File: src/rtl/sector_cache_pkg.sv
// Shared configuration, address-field layout and per-way state for the sector-cache model.
`default_nettype none

package sector_cache_pkg;

    localparam int DEF_ADDR_W         = 31;
    localparam int DEF_CACHE_BYTES    = 32768;
    localparam int DEF_SECTOR_BYTES   = 256;
    localparam int DEF_SUBBLOCK_BYTES = 64;
    localparam int DEF_ASSOC          = 4;

    localparam int SUBBLOCKS = DEF_SECTOR_BYTES / DEF_SUBBLOCK_BYTES;
    localparam int SETS      = DEF_CACHE_BYTES / (DEF_SECTOR_BYTES * DEF_ASSOC);

    // *_BITS may be zero for degenerate geometries; *_W is the storage width (never zero).
    localparam int OFF_W    = $clog2(DEF_SUBBLOCK_BYTES);
    localparam int SUB_BITS = $clog2(SUBBLOCKS);
    localparam int SET_BITS = $clog2(SETS);
    localparam int SUB_W    = (SUB_BITS > 0) ? SUB_BITS : 1;
    localparam int SET_W    = (SET_BITS > 0) ? SET_BITS : 1;
    localparam int TAG_W    = DEF_ADDR_W - OFF_W - SUB_BITS - SET_BITS;
    localparam int AGE_W    = (DEF_ASSOC > 1) ? $clog2(DEF_ASSOC) : 1;
    localparam int WAY_W    = AGE_W;

    typedef struct packed {
        logic [TAG_W-1:0]     tag;
        logic                 tag_valid;
        logic [SUBBLOCKS-1:0] sub_valid;
        logic [AGE_W-1:0]     age;
    } way_entry_t;

    typedef struct packed {
        logic [TAG_W-1:0] tag;
        logic [SET_W-1:0] set;
        logic [SUB_W-1:0] sub;
    } addr_fields_t;

    function automatic addr_fields_t split_addr(input logic [DEF_ADDR_W-1:0] addr);
        addr_fields_t          f;
        logic [DEF_ADDR_W-1:0] sh;
        sh    = addr >> OFF_W;
        f.sub = SUB_W'(sh) & SUB_W'(SUBBLOCKS - 1);
        sh    = sh >> SUB_BITS;
        f.set = SET_W'(sh) & SET_W'(SETS - 1);
        sh    = sh >> SET_BITS;
        f.tag = TAG_W'(sh);
        return f;
    endfunction

endpackage

`default_nettype wire

File: src/rtl/sector_cache_lru.sv
// Age-based LRU for one set: next-age vector for a touched way, plus the oldest way as victim.
`default_nettype none

module sector_cache_lru
    import sector_cache_pkg::*;
#(
    parameter int WAYS     = DEF_ASSOC,
    parameter int AGE_BITS = AGE_W,
    parameter int IDX_BITS = WAY_W
) (
    input  logic [WAYS-1:0][AGE_BITS-1:0] ages,
    input  logic [IDX_BITS-1:0]           touch,
    output logic [WAYS-1:0][AGE_BITS-1:0] ages_next,
    output logic [IDX_BITS-1:0]           victim
);

    always_comb begin
        victim = '0;
        for (int w = 1; w < WAYS; w++) begin
            if (ages[w] > ages[victim]) victim = IDX_BITS'(w);
        end
    end

    // Ways younger than the touched one age by one; the touched way becomes MRU.
    always_comb begin
        ages_next = ages;
        for (int w = 0; w < WAYS; w++) begin
            if (IDX_BITS'(w) == touch)
                ages_next[w] = '0;
            else if (ages[w] < ages[touch])
                ages_next[w] = ages[w] + AGE_BITS'(1);
        end
    end

endmodule

`default_nettype wire

File: src/rtl/test.sv
// Trace-driven sector-cache hit/miss model: one access per clock, saturating hit and miss counters.
`default_nettype none

module test
    import sector_cache_pkg::*;
#(
    parameter int ADDR_W         = DEF_ADDR_W,
    parameter int CACHE_BYTES    = DEF_CACHE_BYTES,
    parameter int SECTOR_BYTES   = DEF_SECTOR_BYTES,
    parameter int SUBBLOCK_BYTES = DEF_SUBBLOCK_BYTES,
    parameter int ASSOC          = DEF_ASSOC
) (
    input  logic [ADDR_W-1:0] adder_41,
    input  logic              clk_41,
    input  logic              rst_41,
    output logic [ADDR_W-1:0] misses_41,
    output logic [ADDR_W-1:0] hits_41
);

    localparam int N_SETS = CACHE_BYTES / (SECTOR_BYTES * ASSOC);
    localparam int N_SUB  = SECTOR_BYTES / SUBBLOCK_BYTES;

    way_entry_t cache [N_SETS][ASSOC];

    addr_fields_t                   fields;
    logic [ASSOC-1:0][AGE_W-1:0]    ages;
    logic [ASSOC-1:0][AGE_W-1:0]    ages_next;
    logic                           match_any;
    logic                           free_any;
    logic                           sub_hit;
    logic [WAY_W-1:0]               match_way;
    logic [WAY_W-1:0]               free_way;
    logic [WAY_W-1:0]               lru_way;
    logic [WAY_W-1:0]               touch;

    assign fields = split_addr(adder_41);

    // Scan downward so the lowest-index match / free way wins.
    always_comb begin
        ages      = '0;
        match_any = 1'b0;
        match_way = '0;
        free_any  = 1'b0;
        free_way  = '0;
        for (int w = ASSOC - 1; w >= 0; w--) begin
            ages[w] = cache[fields.set][w].age;
            if (cache[fields.set][w].tag_valid && cache[fields.set][w].tag == fields.tag) begin
                match_any = 1'b1;
                match_way = WAY_W'(w);
            end
            if (!cache[fields.set][w].tag_valid) begin
                free_any = 1'b1;
                free_way = WAY_W'(w);
            end
        end
    end

    assign sub_hit = match_any && cache[fields.set][match_way].sub_valid[fields.sub];
    assign touch   = match_any ? match_way : (free_any ? free_way : lru_way);

    sector_cache_lru #(
        .WAYS     (ASSOC),
        .AGE_BITS (AGE_W),
        .IDX_BITS (WAY_W)
    ) u_lru (
        .ages      (ages),
        .touch     (touch),
        .ages_next (ages_next),
        .victim    (lru_way)
    );

    always_ff @(posedge clk_41) begin
        if (rst_41) begin
            for (int s = 0; s < N_SETS; s++) begin
                for (int w = 0; w < ASSOC; w++) begin
                    cache[s][w] <= '{tag: '0, tag_valid: 1'b0, sub_valid: '0, age: AGE_W'(w)};
                end
            end
            hits_41   <= '0;
            misses_41 <= '0;
        end else begin
            for (int w = 0; w < ASSOC; w++) begin
                cache[fields.set][w].age <= ages_next[w];
            end
            if (!match_any) begin
                cache[fields.set][touch].tag       <= fields.tag;
                cache[fields.set][touch].tag_valid <= 1'b1;
                cache[fields.set][touch].sub_valid <= N_SUB'(1) << fields.sub;
            end else begin
                cache[fields.set][touch].sub_valid[fields.sub] <= 1'b1;
            end
            if (sub_hit) begin
                if (~&hits_41) hits_41 <= hits_41 + ADDR_W'(1);
            end else begin
                if (~&misses_41) misses_41 <= misses_41 + ADDR_W'(1);
            end
        end
    end

endmodule

`default_nettype wire

File: config.mk
export PLATFORM = sky130hd
export DESIGN_NAME = test
export DESIGN_NICKNAME = d
export VERILOG_FILES = /design/src/rtl/sector_cache_pkg.sv /design/src/rtl/sector_cache_lru.sv /design/src/rtl/test.sv
export SDC_FILE = /design/constraint.sdc
export NUM_CORES = 2
export LEC_CHECK = 0
export CORE_ASPECT_RATIO = 0.6
export CORE_MARGIN = 2
export CORE_UTILIZATION = 40
export DETAILED_ROUTE_END_ITERATION = 8
export PLACE_DENSITY_LB_ADDON = 0.2
export SLEW_MARGIN = 20
export SYNTH_ARGS = -nofsm -noshare
export SYNTH_HDL_FRONTEND = slang
export SYNTH_SLANG_ARGS = --single-unit
File: constraint.sdc
create_clock -name clk_41 -period 25.6 [get_ports clk_41]
set_input_delay 3.84 -clock clk_41 [delete_from_list [all_inputs] [get_ports clk_41]]
set_output_delay 3.84 -clock clk_41 [all_outputs]
set_load 0.02 [all_outputs]
---- Word-level counts from Yosys, hierarchy flattened ----
Memories as Yosys holds them, arrays and structs flattened.
Cells that the tools add are included.
word-level totals
  bits in registers ....................... 62
  logic and storage cells ................. 730
  RAM bits ................................ 3,200
  memories kept ........................... 1
memory list
  memory  words  bits a word  rd ports  clocked after Yosys merged registers in  wr ports  line        source
  cache   32     100          1         0                                        32        test.sv:23  way_entry_t cache [N_SETS][ASSOC];
cells by class
  $add $sub $neg .......................... 6
  bitwise operators ....................... 313
  reduce and logical (&&, ||, !) cells .... 13
  equal/unequal tests ..................... 7
  magnitude comparators ................... 15
  shift operators ......................... 1
  multiplexer cells ....................... 372
operator list
  operator                                                               number
  100-bit two-way mux                                                    6
  1-bit two-way mux                                                      326
  1-bit bitwise OR                                                       308
  25-bit demux with 2-bit select                                         4
  100-bit OR reduction                                                   1
  18-bit equality test                                                   4
  31-bit by 1-bit adder with 31-bit output (second input constant)       2
  31-bit AND reduction                                                   2
  25-bit binary-select mux with 2-bit select                             1
  2-bit two-way mux                                                      23
  25-bit two-way mux                                                     1
  6-bit two-way mux                                                      4
  2-bit binary-select mux with 2-bit select                              3
  2-bit by 3-bit < comparator with 1-bit output (second input constant)  3
  2-bit by 1-bit adder with 2-bit output (second input constant)         4
  2-bit < comparator                                                     4
  1-bit logical AND                                                      7
  7-bit two-way mux                                                      1
  3-bit greater-or-equal comparator (second input constant)              2
  2-bit greater-than comparator                                          3
  2-bit NOT with 3-bit output                                            2
  5-bit two-way mux                                                      1
  2-bit equality test (first input constant)                             2
  2-bit AND reduction                                                    2
  other kinds (9)                                                        11

---- Longest topological paths before layout ----
An unclocked memory read counts as a cell.
  word-level depth ........................ 25
  gate-level depth with buffers ........... 41

---- Hierarchy ----
Synthesis repeated with hierarchy kept, for this count alone.
second synthesis, totals
  cell total of the unflattened synthesis .. 12,067
  area total of the unflattened synthesis .. 149,195.6 µm²
by module, submodules not included
  module            instances  area an instance (µm²)  seq. area each (µm²)  cells an instance
  test              1          148,662.6               96,052.1              11,999
  sector_cache_lru  1          533.0                   0.0                   68

---- Worst setup path after synthesis ----
OpenSTA, ideal clock, no wires.
  kind .................................... input port to flip-flop
  start ................................... input port adder_41[8]
  end ..................................... memory cache[10][32] in the netlist's numbering, enable pin
  arrival time ............................ 11,041 ps
  path buffers ............................ 13
  slack ................................... 14,184 ps
  stages .................................. 36
  data required time ...................... 25,225 ps
  library setup time ...................... 375 ps
  path through ............................ buf_2 buf_6 buf_6 buf_6 buf_6 buf_6 buf_6 buf_4 buf_4 buf_2 mux4_2 a22o_1 nor4_1 ha_1 o22ai_1 nor2_1 a21oi_1 ha_1 nor2b_1 o21ai_0 o21ai_0 ha_1 nor2b_1 o21ai_0 nand3_1 nand2_1 a21boi_0 a41oi_1 o21ai_2 and2_1 buf_6 nor4_2 clkbuf_1 buf_1 nand2_1 nand2_1
RTL lines
  item             line        source
  start, declared  test.sv:13  input logic [ADDR_W-1:0] adder_41,
  end, declared    test.sv:23

==> results.txt <==
Slew @ Worst Pin - 1.302 ns
Yosys cell types - 90
R2R depth - 28
GPL Wtd Cong - 0.8646
CTS buffer count - 331
Vias per cell - 6.565
CTS tree - done
Area occupied by registers - 96,050 sq um
Worst R2R End - cache[27][91]
Core area - 380,100 sq um
Pin count of the biggest net entering global routing - 345
Final #Nets - 11,277
Total gr overflow - 0
Postcts setup bufs - 0
Crit path kind - in -> reg
Clock Latency Late Sink - 0.96 ns
Synth Warn # - 0
CP startpoint kind - input port
Top-area cell type share of the netlist area - 60.21%
HPWL after DPL - 323.5 mm
Resized cells post-CTS - 0
Pre-CTS setup slack - 9.355 ns
R2r setup slk - 14.76 ns
Clock root cell - clkbuf_16
Max-cap violation count - 0
DRC - 0
Die area - 388,100 sq um
HP Class - reg -> reg
CTS max path bufs - 4
Largest vdd supply drop - 59.30 uV
Final setup fails - 0
PnR worst setup slack - 10.36 ns
Layout area overhead - 10.02%
Status - complete, no violations
WP data arrival - 15.78 ns
Clock skew - 0.08265 ns
H-tree levels - 5
Synth async-reset ratio - 0%
Most used cell, CP - buf_4
Port Buf Inserts - 88
Die Height - 483.4 microns
Final-report max-slew violation count - 0
Critical Path End - cache[27][91]
Initial antenna violation count - 55
Wire per inst - 34.98 microns
Share of cells above drive strength 1 - 12.99%
Via count - 108,740
Mapped Area - 153,200 sq um
DRT Pass-1 Iters - 6
Main synth FF type - edfxtp_1
Site row count - 175
Area of the multi-input gates - 51,040 sq um
Total Routing Usage GR - 28.73%
Area leader, netlist - edfxtp_1
Cells after Synth - 11,975
Post-synth EDFFs - 3,072
Hold Fails Final Rpt - 0
Syn nets - 12,017
Largest cells by area after synthesis - edfxtp_1, and3_1, mux2i_1, mux4_2, clkbuf_1
Worst setup path startpoint - adder_41[9]
Min cycle time layout - 15.24 ns
Nature of the critical path endpoint - register
Starting density of the core - 40.30%
Avg Inst Size Synth - 12.79 sq um
Sequential area share after synthesis - 62.70%
First-pass GRT wire length - 796.5 mm
Period utilization - 59.54%
I/O pins - 95
Filler Cell Count - 33,873
Worst Path Required - 26.14 ns
Worst r2r src - cache[26][75]
Rel. slew slack - 12.43%
# hold bufs at CTS - 0
Pwr Density - 71.02 nW/um^2
Critical Path Max Stage Delay - 0.92 ns
Initial detailed-routing violation count - 19,527
Routed Antenna Nets - 0
Number of global-route vias before repair - 101,084
Sink Count - 3,262
Leakage - 0.06758 uW
RSZ-0062 raised after global routing - false
Worst-path clk slew - 0.06 ns
Setup TNS - 0 ns
Post-Route WL - 579.4 mm
CP max FO - 254
Flops & latches, synth - 3,262
Die X - 803.0 microns
Critical-path top delay cell - buf_4
Fmax - 0.06560 GHz
[Yosys cell counts (26+ instances only)]
master,n
a211o_1,35
a211oi_1,35
a21oi_1,50
a22oi_1,58
and3_1,2336
buf_1,27
buf_2,195
buf_4,73
buf_6,26
clkbuf_1,1234
dfxtp_1,190
edfxtp_1,3072
inv_1,140
mux2i_1,1076
mux4_2,266
nand2_1,425
nand3_1,71
nand4_1,49
nor2_1,607
nor3_1,89
nor4_1,176
nor4_2,62
o21ai_0,722
o22ai_1,604
o31ai_2,31
xor2_1,42
[cells in the final DEF (no fill, tap or decap), types with 21 or more instances in the layout]
cell type	Yosys	routed
o21ai_0	722	722
nor4_2	62	85
a211oi_1	35	35
bufinv_16	0	24
mux4_2	266	266
edfxtp_1	3072	3072
xor2_1	42	42
inv_1	140	140
and3_1	2336	2335
buf_4	73	391
clkinv_1	2	59
nand2_1	425	346
diode_2	0	21
clkbuf_16	0	338
o31ai_2	31	30
nand2_2	0	78
nor2_4	1	35
a211o_1	35	35
nor2_1	607	573
nand4_1	49	49
mux2i_1	1076	1076
o22ai_1	604	599
clkinv_2	0	56
a21o_1	21	21
nand3_1	71	66
a22oi_1	58	58
nor4_1	176	148
nor2b_1	25	25
clkdlybuf4s50_1	0	64
nor3_1	89	87
a21oi_1	50	50
clkbuf_1	1234	70
dfxtp_1	190	190
[worst min-delay path by stage]
| stage | start | endpoint | slack [ns] | cells after the start |
|---|---|---|---|---|
| 2_1_floorplan | cache[10][31] | cache[10][31] | 0.43 | 2 |
| 3_3_place_gp | cache[9][31] | cache[9][31] | 0.43 | 2 |
| 3_5_place_dp | cache[17][31] | cache[17][31] | 0.44 | 2 |
| 4_1_cts | cache[19][31] | cache[19][31] | 0.45 | 2 |
| 5_1_grt | cache[14][31] | cache[14][31] | 0.46 | 2 |
| 6_report | cache[19][31] | cache[19][31] | 0.45 | 2 |
[registers in the layout (all words and copies together), names as in the netlist]
register	cells
hits_41	31
cache	3200
misses_41	31
[power breakdown]
group	switching, uW	leakage (uW)	internal, uW
clock	2190	0.00513	2720
sequential	47.8	0.0332	6000
combinational	760	0.0293	251
total	3000	0.0676	8970
[stage by stage]
stage                     total power, uW  hold slack [ns]  std cells  instance area [sq um]  utilization (%)
after global routing                12240           0.4626      16547                 168500            44.33
after global placement               7113           0.4349      15943                 157700            41.49
after detailed placement             7139           0.4410      15943                 157800            41.51
final                               11970           0.4517      16563                 168600            44.35
after floorplan                      6716           0.4269      11975                 153200                -
after CTS                           11950           0.4510      16539                 168300            44.28
[worst max-delay path, delay by kind of cell]
family                   cells  cell delay [ns]
multiplexers                 1             0.46
AND/OR/NAND/NOR             10             2.49
adder cells (fa/ha/maj)      3             1.04
AO/OA/AOI/OAI                9             3.21
buffers and inverters        8             4.29
[final cells by class]
| type | instances | share of cell area (%) |
|---|---|---|
| Clock inverter | 173 | 0.9397 |
| Antenna cell | 21 | 0.03118 |
| Timing Repair Buffer | 482 | 2.406 |
| Sequential cell | 3262 | 56.98 |
| Multi-Input combinational cell | 7015 | 30.28 |
| Clock buffer | 423 | 5.296 |
| Tap cell | 5044 | 3.744 |
| Inverter | 143 | 0.3229 |
[layer usage]
layer	global-route usage, %	wire, microns	up-vias
li1	-	-	44024
met1	43.95	240000	55799
met2	39.40	234600	7979
met3	8.477	87790	936
met4	7.628	16900	2
met5	0	13	-
[logic make-up after synthesis]
family	synth area share [%]
DFF	62.70
buffers and inverters	4.626
xor gates and xnor gates	0.2515
muxes	11.09
adders and majority gates	0.07350
and+or+nand+nor	14.74
AOI/OAI and AO/OA	6.527
No activity file was read; power rests on OpenSTA's default activity.
